[src/rtl/rggen_apb_arbiter.sv]
// Round-robin arbiter sharing one APB slave port among REQUESTERS request/ready masters.
// Latency: 2 cycles from request to ready (IDLE, SETUP, ACCESS+pready); 3 cycles per transfer back to back.
// Backpressure: a requester holds i_req_valid until its o_req_ready pulse; pready low stretches ACCESS.
//
// Ports:
//   i_clk, i_rst_n                 clock, synchronous active-low reset
//   i_req_valid/write/address/     per-requester command, latched when the requester is granted
//   wdata/strobe
//   o_req_ready                    one-cycle completion pulse for the owner
//   o_req_rdata, o_req_error       response, valid only together with o_req_ready
//   o_psel .. o_pprot, i_pready,   APB master side towards the register block
//   i_prdata, i_pslverr
//   o_grant                        one-hot owner of the transfer in flight, 0 when idle
//
// Optional: define RGGEN_APB_ARBITER_TIMEOUT_EN to terminate an ACCESS phase with an
// error after TIMEOUT_CYCLES cycles without pready. Without it ACCESS waits forever.
module rggen_apb_arbiter #(
  parameter int REQUESTERS     = 2,
  parameter int ADDRESS_WIDTH  = 8,
  parameter int BUS_WIDTH      = 32,
  parameter int TIMEOUT_CYCLES = 16
) (
  input  logic                                       i_clk,
  input  logic                                       i_rst_n,
  input  logic [REQUESTERS-1:0]                      i_req_valid,
  input  logic [REQUESTERS-1:0]                      i_req_write,
  input  logic [REQUESTERS-1:0][ADDRESS_WIDTH-1:0]   i_req_address,
  input  logic [REQUESTERS-1:0][BUS_WIDTH-1:0]       i_req_wdata,
  input  logic [REQUESTERS-1:0][BUS_WIDTH/8-1:0]     i_req_strobe,
  output logic [REQUESTERS-1:0]                      o_req_ready,
  output logic [BUS_WIDTH-1:0]                       o_req_rdata,
  output logic                                       o_req_error,
  output logic                                       o_psel,
  output logic                                       o_penable,
  output logic                                       o_pwrite,
  output logic [ADDRESS_WIDTH-1:0]                   o_paddr,
  output logic [BUS_WIDTH-1:0]                       o_pwdata,
  output logic [BUS_WIDTH/8-1:0]                     o_pstrb,
  output logic [2:0]                                 o_pprot,
  input  logic                                       i_pready,
  input  logic [BUS_WIDTH-1:0]                       i_prdata,
  input  logic                                       i_pslverr,
  output logic [REQUESTERS-1:0]                      o_grant
);

  localparam int PTR_W = (REQUESTERS > 1) ? $clog2(REQUESTERS) : 1;
  localparam logic [PTR_W:0]   LP_N    = (PTR_W + 1)'(REQUESTERS);
  localparam logic [PTR_W-1:0] LP_LAST = PTR_W'(REQUESTERS - 1);

  typedef enum logic [1:0] {
    IDLE   = 2'd0,
    SETUP  = 2'd1,
    ACCESS = 2'd2
  } state_e;

  state_e                   r_state;
  state_e                   w_state_next;
  logic [PTR_W-1:0]         r_ptr;
  logic [PTR_W-1:0]         r_owner;
  logic [REQUESTERS-1:0]    r_grant;
  logic                     r_write;
  logic [ADDRESS_WIDTH-1:0] r_addr;
  logic [BUS_WIDTH-1:0]     r_wdata;
  logic [BUS_WIDTH/8-1:0]   r_strb;

  logic [2*REQUESTERS-1:0]  w_valid_dbl;
  logic [REQUESTERS-1:0]    w_valid_rot;
  logic [PTR_W-1:0]         w_offset;
  logic [PTR_W:0]           w_winner_sum;
  logic [PTR_W-1:0]         w_winner;
  logic [PTR_W-1:0]         w_ptr_next;
  logic                     w_any_valid;
  logic                     w_timeout;
  logic                     w_complete;
  logic                     w_ready_fire;

  // Rotate the request vector so bit 0 is the requester the pointer names;
  // the lowest set bit of the rotated vector is the distance to the winner.
  assign w_valid_dbl = {i_req_valid, i_req_valid};
  assign w_valid_rot = REQUESTERS'(w_valid_dbl >> r_ptr);
  assign w_any_valid = |i_req_valid;

  always_comb begin
    w_offset = '0;
    for (int i = REQUESTERS - 1; i >= 0; i--) begin
      if (w_valid_rot[i]) begin
        w_offset = PTR_W'(i);
      end
    end
  end

  // pointer + offset, wrapped modulo REQUESTERS (not necessarily a power of two)
  assign w_winner_sum = {1'b0, r_ptr} + {1'b0, w_offset};
  assign w_winner     = (w_winner_sum >= LP_N) ? PTR_W'(w_winner_sum - LP_N)
                                               : PTR_W'(w_winner_sum);
  assign w_ptr_next   = (r_owner == LP_LAST) ? '0 : r_owner + PTR_W'(1);

`ifdef RGGEN_APB_ARBITER_TIMEOUT_EN
  localparam int CNT_W = $clog2(TIMEOUT_CYCLES + 1);
  localparam logic [CNT_W-1:0] LP_TO_LAST = CNT_W'(TIMEOUT_CYCLES - 1);

  logic [CNT_W-1:0] r_to_cnt;

  // Counts ACCESS cycles without pready; the cycle that finds it at
  // TIMEOUT_CYCLES-1 is the last ACCESS cycle allowed.
  always_ff @(posedge i_clk) begin
    if (!i_rst_n) begin
      r_to_cnt <= '0;
    end else if (r_state == SETUP) begin
      r_to_cnt <= '0;
    end else if ((r_state == ACCESS) && !i_pready) begin
      r_to_cnt <= r_to_cnt + CNT_W'(1);
    end
  end

  assign w_timeout = (r_state == ACCESS) && !i_pready && (r_to_cnt == LP_TO_LAST);
`else
  logic w_unused_timeout;
  assign w_unused_timeout = ^TIMEOUT_CYCLES;
  assign w_timeout        = 1'b0;
`endif

  // pready wins over a timeout in the same cycle
  assign w_complete = (r_state == ACCESS) && (i_pready || w_timeout);

  always_ff @(posedge i_clk) begin
    if (!i_rst_n) begin
      r_state <= IDLE;
    end else begin
      r_state <= w_state_next;
    end
  end

  always_comb begin
    w_state_next = r_state;
    case (r_state)
      IDLE:    if (w_any_valid) w_state_next = SETUP;
      SETUP:   w_state_next = ACCESS;
      ACCESS:  if (w_complete) w_state_next = IDLE;
      default: w_state_next = IDLE;
    endcase
  end

  // Command is captured once at grant; later input changes are ignored.
  always_ff @(posedge i_clk) begin
    if (!i_rst_n) begin
      r_ptr   <= '0;
      r_owner <= '0;
      r_grant <= '0;
      r_write <= 1'b0;
      r_addr  <= '0;
      r_wdata <= '0;
      r_strb  <= '0;
    end else if ((r_state == IDLE) && w_any_valid) begin
      r_owner <= w_winner;
      r_grant <= {{(REQUESTERS-1){1'b0}}, 1'b1} << w_winner;
      r_write <= i_req_write[w_winner];
      r_addr  <= i_req_address[w_winner];
      r_wdata <= i_req_wdata[w_winner];
      r_strb  <= i_req_strobe[w_winner];
    end else if (w_complete) begin
      r_grant <= '0;
      r_ptr   <= w_ptr_next;
    end
  end

  // A transfer cut short by reset must not report completion.
  assign w_ready_fire = w_complete && i_rst_n;

  assign o_req_ready = w_ready_fire ? r_grant : '0;
  assign o_req_rdata = (w_ready_fire && i_pready) ? i_prdata : '0;
  assign o_req_error = w_ready_fire && (i_pready ? i_pslverr : 1'b1);

  assign o_psel    = (r_state != IDLE);
  assign o_penable = (r_state == ACCESS);
  assign o_pwrite  = r_write;
  assign o_paddr   = r_addr;
  assign o_pwdata  = r_wdata;
  assign o_pstrb   = r_strb;
  assign o_pprot   = 3'b000;
  assign o_grant   = r_grant;

endmodule
[config.mk]
export PLATFORM = sky130hd
export DESIGN_NAME = rggen_apb_arbiter
export DESIGN_NICKNAME = d
export VERILOG_FILES = /design/src/rtl/rggen_apb_arbiter.sv
export SDC_FILE = /design/constraint.sdc
export NUM_CORES = 1
export LEC_CHECK = 0
export ABC_AREA = 0
export BUFFER_PORTS_ARGS = -buffer_cell sky130_fd_sc_hd__buf_2
export CORE_ASPECT_RATIO = 1.1
export CORE_UTILIZATION = 25
export DETAILED_ROUTE_END_ITERATION = 10
export GPL_ROUTABILITY_DRIVEN = 0
export SLEW_MARGIN = 40
export SYNTH_ARGS = -nofsm -noshare
export SYNTH_HDL_FRONTEND = slang
export SYNTH_SLANG_ARGS = --single-unit
export TNS_END_PERCENT = 50
[constraint.sdc]
create_clock -name i_clk -period 2.3 [get_ports i_clk]
set_clock_uncertainty 0.2 [all_clocks]
set_input_delay 0.46 -clock i_clk [delete_from_list [all_inputs] [get_ports i_clk]]
set_output_delay 0.46 -clock i_clk [all_outputs]
set_load 0.01 [all_outputs]
Word-level counts from Yosys, hierarchy flattened
Cells that the tools add are included.
{"block": "word_totals", "ff_bits": 51, "in_bits": 128, "out_inout_bits": 87, "word_cells": 50}
{"block": "op_classes", "addsub": 3, "order_cmp": 2, "eq_ne": 4, "shifts": 2, "mux": 19, "bitwise": 1, "reduce_logical": 11}
{"cell": "$mux W32", "n": 3}
{"cell": "$mux W8", "n": 2}
{"cell": "$mux W2", "n": 4}
{"cell": "$mux W4", "n": 2}
{"cell": "$mux W1", "n": 7}
{"cell": "$pmux W2 S3", "n": 1}
{"cell": "$logic_and A1 B1 Y1", "n": 5}
{"cell": "$reduce_and A2 Y1", "n": 2}
{"cell": "$reduce_bool A2 Y1", "n": 2}
{"cell": "$shr A4 B1 Y2", "n": 1}
{"cell": "$add A1 B1 Y2", "n": 1}
{"cell": "$eq A2 B1 Y1 const B", "n": 1}
{"cell": "$eq A2 B2 Y1 const B", "n": 1}
{"cell": "$ge A2 B2 Y1 const B", "n": 1}
{"cell": "$logic_not A2 Y1", "n": 1}
{"cell": "$lt A1 B2 Y1 const B", "n": 1}
{"cell": "$ne A2 B1 Y1 const B", "n": 1}
{"cell": "$ne A2 B2 Y1 const B", "n": 1}
{"cell": "$reduce_or A2 Y1", "n": 1}
{"cell": "$shl A1 B1 Y2 const A", "n": 1}
{"cell": "$add A1 B1 Y1 const B", "n": 1}
{"cell": "$not A1 Y1", "n": 1}
{"cell": "$sub A1 B1 Y1 const B", "n": 1}

Longest topological paths before layout
{"block": "depth", "ltp_word": 8, "mapped_depth": 5, "mapped_depth_nobuf": 4}

Least setup slack after synthesis
No wires, ideal clock.
{"block": "synth_path", "path_kind": "input port to output port", "from": "input i_pready", "to": "output o_req_rdata[0]", "arrival_time_ps": 1191, "t_required_ps": 1640, "setup_slack_ps": 449, "cell_stages": 4, "n_path_buf": 1, "cell_sequence": "nand3b_1 > nor2_2 > clkbuf_1 > and2_1"}
{"block": "synth_via", "elab_chain_cells": 4}
{"element": "start, declared", "line_no": "40", "source": "input logic i_pready,"}
{"element": "$logic_and A1 B1 Y1", "line_no": "124", "source": "assign w_complete = (r_state == ACCESS) && (i_pready || w_timeout);"}
{"element": "$logic_and A1 B1 Y1", "line_no": "168", "source": "assign w_ready_fire = w_complete && i_rst_n;"}
{"element": "$logic_and A1 B1 Y1 (*)", "line_no": "171", "source": "assign o_req_rdata = (w_ready_fire && i_pready) ? i_prdata : '0;"}
{"element": "$mux W32 (*)", "line_no": "171"}
{"element": "end, declared", "line_no": "31", "source": "output logic [BUS_WIDTH-1:0] o_req_rdata,"}
Every way passes the cells marked *; elsewhere a longest branch is shown, timed or not.

Final worst setup path
{"block": "layout_path", "from": "register r_state[0]", "to": "output o_req_rdata[9]"}
{"block": "layout_via", "elab_chain_cells": 5}
{"element": "start, declared", "line_no": "56", "source": "state_e r_state;"}
{"element": "start signal, assigned", "line_no": "130", "source": "r_state <= w_state_next;"}
{"element": "$eq A2 B2 Y1", "line_no": "124"}
{"element": "$logic_and A1 B1 Y1", "line_no": "124"}
{"element": "$logic_and A1 B1 Y1", "line_no": "168"}
{"element": "$logic_and A1 B1 Y1", "line_no": "171"}
{"element": "$mux W32", "line_no": "171"}
Every way passes these cells.

==> results.toml <==
[run_status]
status = "finished clean"

[timing]
fmax_mhz = 469
worst_slack_ns = 0.169
post-route-period-util = 0.927
setup_tns_ns = 0
tightest_slew_ns = 0.570
slew_headroom = 0.620
slew_violations = 0
report.final.hold_viol_count = 0
min_period_ns = 2.13
setup_violations = 0
rsz0062_at_grt = "false"

[die]
start_util = 0.262
die_area_um2 = 10900
die_x_um = 99.8
core_um2 = 10000
top_level_ports = 215
fp-row-count = 38
dieHeight_um = 110

[route]
vias = 3454
ant_nets = 0
drc = 0
vias_per_cell = 5.16
firstDrtPassIters = 5
wl_per_cell_um = 15.5
wirelength_mm = 10.4
drt_iter0_drc = 168

[global_routing]
grt_pass1_wl_mm = 15.5
use_met1 = 0.202
grt_max_degree = 51
grt-ovfl-total = 0
grt_util_met3 = 0.0324
grt_util_met2 = 0.334
grt_usage = 0.179
grt_pass1_vias = 3170
top_usage_layer = "met2"
antenna_found_initial = 0

[power_and_ir_drop]
vdd_drop_max_mv = 0.233
seq_power_share = 0.455
p_int_mw = 1.49
pwr-share-clk = 0.261
p_comb_frac = 0.284
p_sw_frac = 0.320
p_per_area_nw_per_um2 = 561
power.switching_mw = 0.704
p_leak_nw = 1.87

[setup_path]
r2r_start = "r_state[0]"
path_max_fanout = 35
r2r_setup_slack_ns = 0.65
cp.arrival_ns = 1.47
crit_start = "r_state[0]"
endpoint_kind = "output pin"
cp_slowest_cell = "dfxtp_1"
crit_family = "simple AND/OR/NAND/NOR gates"
cp_num_buf_inv = 2
criticalPathCategory = "reg -> out"
cp_slowest_stage_delay_ns = 0.31
crit_path_cell_trace = "nand3b_1 > nor2_2 > buf_12 > and2_1 > buf_2"
worst_ep_required_time_ns = 1.64
worstSetupStartpointType = "register"

[layout]
drive_gt1_frac = 0.457
stdcell_count = 670
n_antenna_cell = 0
area_delta_synth_final_pct = 48.9
nets = 657

[min_path]
hold_path_class = "in -> reg"
min_from = "i_rst_n"

[clocking]
clock_sinks = 51
cts_setup_buffers = 0
cts_buffer_depth = 2
clockRootBuffer = "clkbuf_8"
cts_tree = "done"
clk_pin_slew_worst_paths_ns = 0.08
htreeDepth = 2
cts_resized = 0
cts.hold.buffers_added = 0
cts_buffers = 5
clock_latency_ns = 0.30

[logic_synthesis]
synth_top_cell_by_area = "dfxtp_1"
avgSynthCellArea_um2 = 7.83
yosysWarnings = 0
yosysTopAreaCellShare = 0.388
synth_cells = 336
synth-edff-count = 0
synthFlopType = "dfxtp_1"
seq_area_frac_synth = 0.388
synth.cell_area_um2 = 2630
ys_types = 28
yosys-top-cells-area = "dfxtp_1 39%, a31oi_1 11%, nand4_1 11%"
yosys_register_bits = 51
synthArstFlopShare = 0

[placed_design]
place_ws_ns = 0.295
dp_hpwl_mm = 7.54
io_buffer_count = 211
dp.cells = 662

[run]
cap_violations = 0
## sequential cells by signal (all words and copies together) (netlist names)
register,flops
r_state,2
o_grant,2
o_pstrb,4
o_paddr,8
o_pwdata,32
r_ptr,1
o_pwrite,1
r_owner,1
## Yosys cell counts, drive strengths merged (2+ instances only)
cell type	number
dfxtp	51
nand3	46
a31oi	45
nand4	45
o21ai	45
and2	35
clkbuf	25
buf	20
nor2	6
a21oi	3
nand2	2
o211ai	2
## layout make-up
class                           count  area, um^2
Fill cell                        1054        6110
Multi-Input combinational cell    240        1400
Timing Repair Buffer              229        1220
Sequential cell                    51        1020
Tap cell                          140         175
Clock buffer                        8         100
Inverter                            2        7.51
## through the flow
step	utilization	cell area [um^2]	hold slack (ns)	power, mW
floorplan	-	2640	0.265	1.36
CTS	0.391	3920	0.197	2.23
global route	0.391	3920	0.193	2.32
finish	0.391	3920	0.211	2.20
global placement	0.381	3820	0.278	1.64
detailed placement	0.381	3820	0.285	1.65
## kinds of logic after synthesis
kind of cell | Yosys count | synth area share
AOI/OAI and AO/OA | 97 | 0.215
DFF | 51 | 0.388
buffers and inverters | 47 | 0.0898
muxes | 1 | 0.00380
and+or+nand+nor | 139 | 0.302
other | 1 | 0.00142
## per-layer routing
layer,vias up,part of all wire,wire length [um]
met5,-,0,0
li1,1633,-,-
met1,1629,0.40,4120
met2,177,0.51,5320
met4,0,0.015,153
met3,15,0.073,760
## power groups by stage
stage | clock network (mW) | registers [mW] | logic, mW
final | 0.573 | 1.00 | 0.624
after global routing | 0.626 | 1.01 | 0.682
after CTS | 0.595 | 1.00 | 0.632
after detailed placement | 0 | 1.02 | 0.631
after global placement | 0 | 1.02 | 0.624
after floorplan | 0 | 1.06 | 0.304
## worst paths after layout
path	cells after the start	endpoint
setup / recovery	5	o_req_rdata[9]
hold / removal	2	r_owner
setup reg to reg	5	o_pstrb[0]
hold reg to reg	2	o_pwdata[15]
## placed cells by master (no fill, tap or decap), drive strengths merged
cell type  Yosys  final
conb           1      3
o211ai         2      2
dfxtp         51     51
nand2b         1      1
nand3         46     46
or2            1      1
clkbuf        25      8
o21ai         45     45
inv            1      1
o211a          1      1
nand4         45     45
a21oi          3      3
a31oi         45     45
mux2i          1      1
nand3b         1      1
nand2          2      2
buf           20    229
nor2b          1      1
a211oi         1      1
nor2           6      6
clkinv         1      1
nor3           1      1
and2          35     35
Note: power is estimated with default switching activity, not from simulation.
